===== src/rtl/iiitb_sd_pkg.sv =====
// Shared helpers for the serial sequence detector: the state width, the IDLE
// encoding and the elaboration-time next-state function.
package iiitb_sd_pkg;

   localparam int SD_IDLE = 0;

   function automatic int sd_state_w(input int pattern_w);
      return $clog2(pattern_w + 1);
   endfunction

   // Bit i of the pattern in arrival order (i = 0 is the first bit received).
   function automatic logic sd_pat_bit(input logic [31:0] pattern, input int width, input int i);
      return 1'(pattern >> (width - 1 - i));
   endfunction

   // Longest prefix of the pattern that is a suffix of (matched prefix k, din).
   function automatic int sd_next_state(input logic [31:0] pattern, input int width,
                                        input int overlap, input int k, input logic din);
      int  kk;
      int  len;
      int  best;
      int  p;
      bit  ok;
      logic sb;
      kk   = (k == width && overlap == 0) ? 0 : k;
      len  = kk + 1;
      best = 0;
      for (int j = 1; j <= width; j++) begin
         if (j <= len) begin
            ok = 1'b1;
            for (int i = 0; i < j; i++) begin
               p  = len - j + i;
               sb = (p == kk) ? din : sd_pat_bit(pattern, width, p);
               if (sb != sd_pat_bit(pattern, width, i)) ok = 1'b0;
            end
            if (ok) best = j;
         end
      end
      return best;
   endfunction

endpackage


===== src/rtl/iiitb_sd_moore.sv =====
// Moore serial sequence detector: the state is the matched-prefix length and y
// decodes the full-match state only, so din never reaches y combinationally.
module iiitb_sd_moore
   import iiitb_sd_pkg::*;
#(
   parameter int                   PATTERN_W = 4,
   parameter logic [PATTERN_W-1:0] PATTERN   = 4'b1010,
   parameter int                   OVERLAP   = 1
) (
   input  logic din,
   input  logic reset,
   input  logic clk,
   output logic y
);

   localparam int             SW       = sd_state_w(PATTERN_W);
   localparam logic [SW-1:0]  IDLE_ST  = SW'(SD_IDLE);
   localparam logic [SW-1:0]  MATCH_ST = SW'(PATTERN_W);

   if (PATTERN_W < 2) begin : g_bad_width
      $error("iiitb_sd_moore: PATTERN_W must be at least 2");
   end
   if (OVERLAP != 0 && OVERLAP != 1) begin : g_bad_overlap
      $error("iiitb_sd_moore: OVERLAP must be 0 or 1");
   end

   logic [SW-1:0] nxt_tbl [PATTERN_W+1][2];

   for (genvar gk = 0; gk <= PATTERN_W; gk++) begin : g_state
      for (genvar gd = 0; gd < 2; gd++) begin : g_din
         assign nxt_tbl[gk][gd] =
            SW'(sd_next_state(32'(PATTERN), PATTERN_W, OVERLAP, gk, 1'(gd)));
      end
   end

   // NOTE: the declaration initialiser gives a defined power-on state (y = 0)
   // even if reset is never asserted; reset still forces IDLE at runtime.
   logic [SW-1:0] state_q = IDLE_ST;
   logic [SW-1:0] state_d;

   always_comb begin
      state_d = nxt_tbl[state_q][din];
   end

   always_ff @(posedge clk) begin
      if (reset) state_q <= IDLE_ST;
      else       state_q <= state_d;
   end

   assign y = (state_q == MATCH_ST);

endmodule


===== config.mk =====
export PLATFORM = sky130hd
export DESIGN_NAME = iiitb_sd_moore
export DESIGN_NICKNAME = d
export VERILOG_FILES = /design/src/rtl/iiitb_sd_pkg.sv /design/src/rtl/iiitb_sd_moore.sv
export SDC_FILE = /design/constraint.sdc
export NUM_CORES = 1
export LEC_CHECK = 0
export ABC_AREA = 1
export CAP_MARGIN = 20
export CORE_AREA = 2 2 39 41
export DETAILED_ROUTE_END_ITERATION = 16
export DIE_AREA = 0 0 41 43
export PLACE_DENSITY = 0.3
export SKIP_CTS_REPAIR_TIMING = 1
export SLEW_MARGIN = 20
export SYNTH_ARGS = -nofsm -noshare
export SYNTH_HDL_FRONTEND = slang
export SYNTH_SLANG_ARGS = --single-unit

===== constraint.sdc =====
create_clock -name clk -period 2.3 [get_ports clk]
set_clock_uncertainty 0.1 [all_clocks]
set_input_delay 0.46 -clock clk [delete_from_list [all_inputs] [get_ports clk]]
set_output_delay 0.46 -clock clk [all_outputs]
set_load 0.1 [all_outputs]

==> impl_metrics.json <==
{
  "critical_path_buf_inv_count": 1,
  "start_kind": "register",
  "cts_buffers": 3,
  "antenna_found_initial": 0,
  "relSlewSlack_pct": 81.7,
  "nNetsFinal": 28,
  "max_freq_ghz": 0.632,
  "top_register": "state_q",
  "design.core.area_sq_um": 1380,
  "clk_latency_ns": 0.23,
  "rows": 14,
  "viasPerCell": 2.83,
  "fin_crit_sh_pct": 68.8,
  "biggestRegsByFlops": "state_q (3)",
  "drcViolationCount": 0,
  "ys_top_cells_by_count": "nand2_1, nor2_1, dfxtp_1, inv_1",
  "hold_viol_final": 0,
  "arrival_ns": 1.02,
  "syn_nets": 20,
  "wl_um": 220,
  "htreeDepth": 1,
  "cp_max_fo": 3,
  "ios": 4,
  "gr-usage-all-layers_pct": 4.51,
  "drive_gt1_share_pct": 25.0,
  "ys_ff_latch": 3,
  "outcome": "complete, no violations",
  "hold_class": "reg2reg",
  "finalNonFillerCells": 40,
  "dr.pass1.iters": 1,
  "path_cells": "nor3_2 -> buf_4",
  "grt_max_degree": 4,
  "port_buffers": 3,
  "synthesis.area_sq_um": 116,
  "power_density_nw_per_um2": 801,
  "drtIter0Drc": 0,
  "period_needed_ns": 1.58,
  "fin_setup_tns_ns": 0,
  "placedCellCount": 36,
  "worst_pin_slew_ns": 0.277,
  "tritoncts": "done",
  "initial_core_util_pct": 8.41,
  "slowest_delay_ns": 0.32,
  "cts_root_buffer": "clkbuf_4",
  "ys.warnings.count": 0,
  "grt_pass1_vias": 112,
  "critical_path_class": "reg2out",
  "slew_violations": 0,
  "maxCapViolations": 0,
  "largest_register_ffs": 3,
  "grt_remaining_overflow": 0,
  "ant_nets": 0,
  "slowest_stage": "dfxtp_1",
  "ys_seq_area_share_pct": 51.6,
  "avgSynthCellArea_sq_um": 6.84,
  "required_ns": 1.74,
  "end_kind": "primary output",
  "rsz0062_at_grt": "false",
  "netlist_instances": 17,
  "wl_per_cell_um": 5.50,
  "grt_pass1_wl_um": 420,
  "vias": 113,
  "async_reset_ff_share_pct": 0,
  "ys_top_cells_by_area": "dfxtp_1, nand2_1, nor2_1, inv_1, a21oi_1",
  "p_leak_nw": 0.0874,
  "die_area_sq_um": 1760,
  "synth_top_area_share_pct": 51.6,
  "peakVddDrop_uv": 379,
  "die_w_um": 41,
  "setup_viol": 0,
  "synth_edf_count": 0,
  "antenna_cells": 0,
  "area_growth_syn_to_layout_pct": 67.7,
  "gp_congestion": 0.600,
  "clockBufferDepth": 2,
  "hold_slack_ns": 0.386,
  "clkTransAtPathRegs_ns": 0.04,
  "clock-sinks": 3,
  "fill_cells": 155,
  "synth_cell_type_count": 8,
  "synth_area_leader_cell": "dfxtp_1",
  "cp_top_family": "flip-flops",
  "die_y_um": 43,
  "synth-main-ff-cell": "dfxtp_1"
}
## path summary, 6_finish.rpt
check / end / cells after the start / startpoint / slack, ns
worst min register to register: state_q[2]$_SDFF_PP0_ / 2 / state_q[1]$_SDFF_PP0_ / 0.39
worst min-delay path: state_q[2]$_SDFF_PP0_ / 2 / state_q[1]$_SDFF_PP0_ / 0.39
worst max-delay path: y / 2 / state_q[0]$_SDFF_PP0_ / 0.72
worst max register to register: state_q[1]$_SDFF_PP0_ / 4 / state_q[2]$_SDFF_PP0_ / 1.47
## tightest hold or removal path: stages (launching register included)
cell     delay [ns]
dfxtp_1        0.32
nand3_1        0.09
nor2_1         0.03
## per-layer routing
metal	GRT usage [%]	share of wire (%)
met4	4.00	3.6
met2	2.81	22
met1	4.81	60
met3	7.85	14
met5	0	0
## layout by cell type (no fill, tap or decap), drive strengths merged
| cell type | synthesis | routed |
|---|---|---|
| nand2 | 4 | 4 |
| clkbuf | 0 | 4 |
| nand3 | 1 | 1 |
| nor3 | 1 | 1 |
| nor2 | 4 | 4 |
| buf | 0 | 1 |
| dfxtp | 3 | 3 |
| a21oi | 1 | 1 |
| clkdlybuf4s50 | 0 | 2 |
| inv | 3 | 3 |
## metrics by stage
stage          worst slack (ns)  cell area [sq um]  utilization (%)  power (mW)
3_5_place_dp              0.889                169             12.2      0.0675
3_3_place_gp              0.896                169             12.2      0.0674
6_report                  0.718                195             14.1       0.156
4_1_cts                   0.696                195             14.1       0.162
5_1_grt                   0.671                195             14.1       0.169
2_1_floorplan             0.207                121                -      0.0624
## where the power goes
part / total, mW / switching (mW) / internal (mW)
logic: 0.0104 / 0.00507 / 0.00530
registers: 0.0564 / 0.00188 / 0.0545
clock network: 0.0896 / 0.0248 / 0.0648
## final cells by class
class / instances / area [sq um] / area share [%]
multi-input cells: 11 / 50.0 / 25.6
inverters: 3 / 11.3 / 5.77
repair buffers: 3 / 27.5 / 14.1
flip-flops and latches: 3 / 60.1 / 30.8
clock buffers: 4 / 26.3 / 13.5
well taps: 16 / 20.0 / 10.3
## cells by family after synthesis
logic type	Yosys count	synth area share, %
AO/OA/AOI/OAI	1	4.30
buffers and inverters	3	9.68
flip-flops	3	51.6
AND/OR/NAND/NOR	10	34.4
Note: power is estimated with default switching activity, not from simulation.
==> RTL edit, RTL diff (same flow settings) <==
Set the parameter `OVERLAP` to 0 (it was 1).
--- a/src/rtl/iiitb_sd_moore.sv
+++ b/src/rtl/iiitb_sd_moore.sv
@@ -7,3 +7,3 @@
    parameter logic [PATTERN_W-1:0] PATTERN   = 4'b1010,
-   parameter int                   OVERLAP   = 1
+   parameter int                   OVERLAP   = 0
 ) (
Check against the original RTL: not equivalent (Yosys sat finds a counterexample within 10 cycles, from zero or initial values and one cycle with reset high).
==> RTL edit against the original RTL <==
- die area unchanged
- power up 3.0%
- design area up 2.6%
- routed wire length down 0.91%
- sequential cell count unchanged
- global-route usage down 0.51 points
- setup slack worse by 0.017 ns
- synthesized cell count up 5.9%
- area after synthesis up 8.6%
- highest routed layer is now met3
==> RTL edit: results (changes against the original RTL) <==
Power and ir drop
  • Static Leakage: 0.0858 nW (-1.7%)
  • Net Sw Frac: 21.7% (+1.4 points)
  • Seq. pwr: 0.0000560 W (-0.7%)
  • Top pwr grp: clock
  • Peak VDD IR: 116 uV (-69%)
  • Comb power frac: 8.3% (+1.7 points)

GRT
  • First-pass GRT wire length: 372 um (-11%)
  • Most Crowded Layer GR: met4
  • Total congestion overflow: 0 (unchanged)
  • Largest net degree at the start of global routing: 4 (unchanged)
  • Global Route Usage Sum: 4.00% (-0.51 points)
  • Vias in the first global route: 105 (-6.3%)
  • M3 GR Usage: 4.71% (-3.1 points)
  • GR Layer Usage met2: 4.38% (+1.6 points)
  • Grt met1 use: 2.55% (-2.3 points)

Worst setup path
  • Crit-path max FO: 3 (unchanged)
  • Worst Path Arrival: 1.04 ns (+0.02 ns)
  • Crit path largest cell delay: about 0.31 ns

Synth
  • Top post-synthesis cells by count: inv_1, nand2_1, dfxtp_1, nor2_1
  • Synthesis Warnings: 0 (unchanged)
  • Post-synthesis sequential area ratio: 47.5% (-4.1 points)
  • Mapped Nets: 21 (+5.0%)
  • Netlist cell types: 6 (-2)
  • Top post-synthesis cells by area: dfxtp_1, inv_1, nand2_1

Clocking
  • H-Tree Depth: 1 (unchanged)
  • Skew-Pair Late Insertion Delay: 0.23 ns (about the same)
  • CTS Buffer Depth: 2 (unchanged)
  • Root Driver: clkbuf_4

Placed design
  • DP Area: 174 um2 (+3.0%)
  • Port bufs: 3 (unchanged)
  • Gpl congestion: 0.573 (-4.4%)
  • DP HPWL: about 170 um

Final layout
  • Share of cells above drive strength 1: 32.0% (+7.0 points)
  • Final nets: 29 (+3.6%)
  • Largest regs: state_q (3)

Route
  • Iter 0 DRT Violations: 5 (+5)
  • Wire length per cell: 5.32 um (-3.3%)
  • Pre-antenna DRT Iters: 2 (+1)
  • DR vias: 120 (+6.2%)

Run status
  • Status: finished, final reports clean

Min path
  • Worst hold path class: flip-flop to flip-flop

Timing
  • Relative max-transition margin: 81.7% (about the same)
==> RTL edit: changes by cell type after synthesis <==
cell,before,now
a21oi_1,1,0
inv_2,1,0
nand3_1,1,0
nor2_2,0,2
inv_1,2,4
nand2_2,0,2
nor3_1,1,0
nor2_1,4,3
==> RTL edit: critical path: cells and delay by family, from the launching register on <==
kind          cells  cell delay [ns]
simple gates      2             0.14
flops             1             0.31
buf+inv           2             0.36
==> RTL edit: cell type report <==
type | count | area (um2)
flip-flops and latches | 3 | 60.1
inverters | 4 | 15.0
well taps | 16 | 20.0
repair buffers | 3 | 27.5
fillers | 163 | 1180
multi-input cells | 11 | 51.3
clock buffers | 4 | 26.3
==> RTL edit: final timing paths <==
kind | cells past startpoint | slack, ns | endpoint | startpoint
setup / recovery | 4 | 0.70 | y | state_q[0]
hold / removal | 2 | 0.35 | state_q[2] | state_q[0]
setup reg to reg | 4 | 1.57 | state_q[1] | state_q[0]
hold reg to reg | 2 | 0.35 | state_q[2] | state_q[0]
==> RTL edit: metal layers <==
metal  up-vias  share of wire, %
li1         65                 -
met1        51                34
met2         4                57
met3         0               8.3
met4         0                 0
met5         -                 0
==> RTL edit: metrics by stage <==
stage	instances	total power, W	worst slack [ns]	util [%]
2_1_floorplan	18	0.0000651	0.0689	-
3_3_place_gp	37	0.0000705	0.933	12.6
3_5_place_dp	37	0.0000703	0.930	12.6
4_1_cts	41	0.000166	0.679	14.5
5_1_grt	41	0.000175	0.625	14.5
6_report	41	0.000161	0.701	14.5
==> RTL edit: logic make-up after synthesis <==
| kind of cell | Yosys count | synth area share [%] |
|---|---|---|
| DFF | 3 | 47.5 |
| buffers and inverters | 4 | 11.9 |
| and+or+nand+nor | 11 | 40.6 |
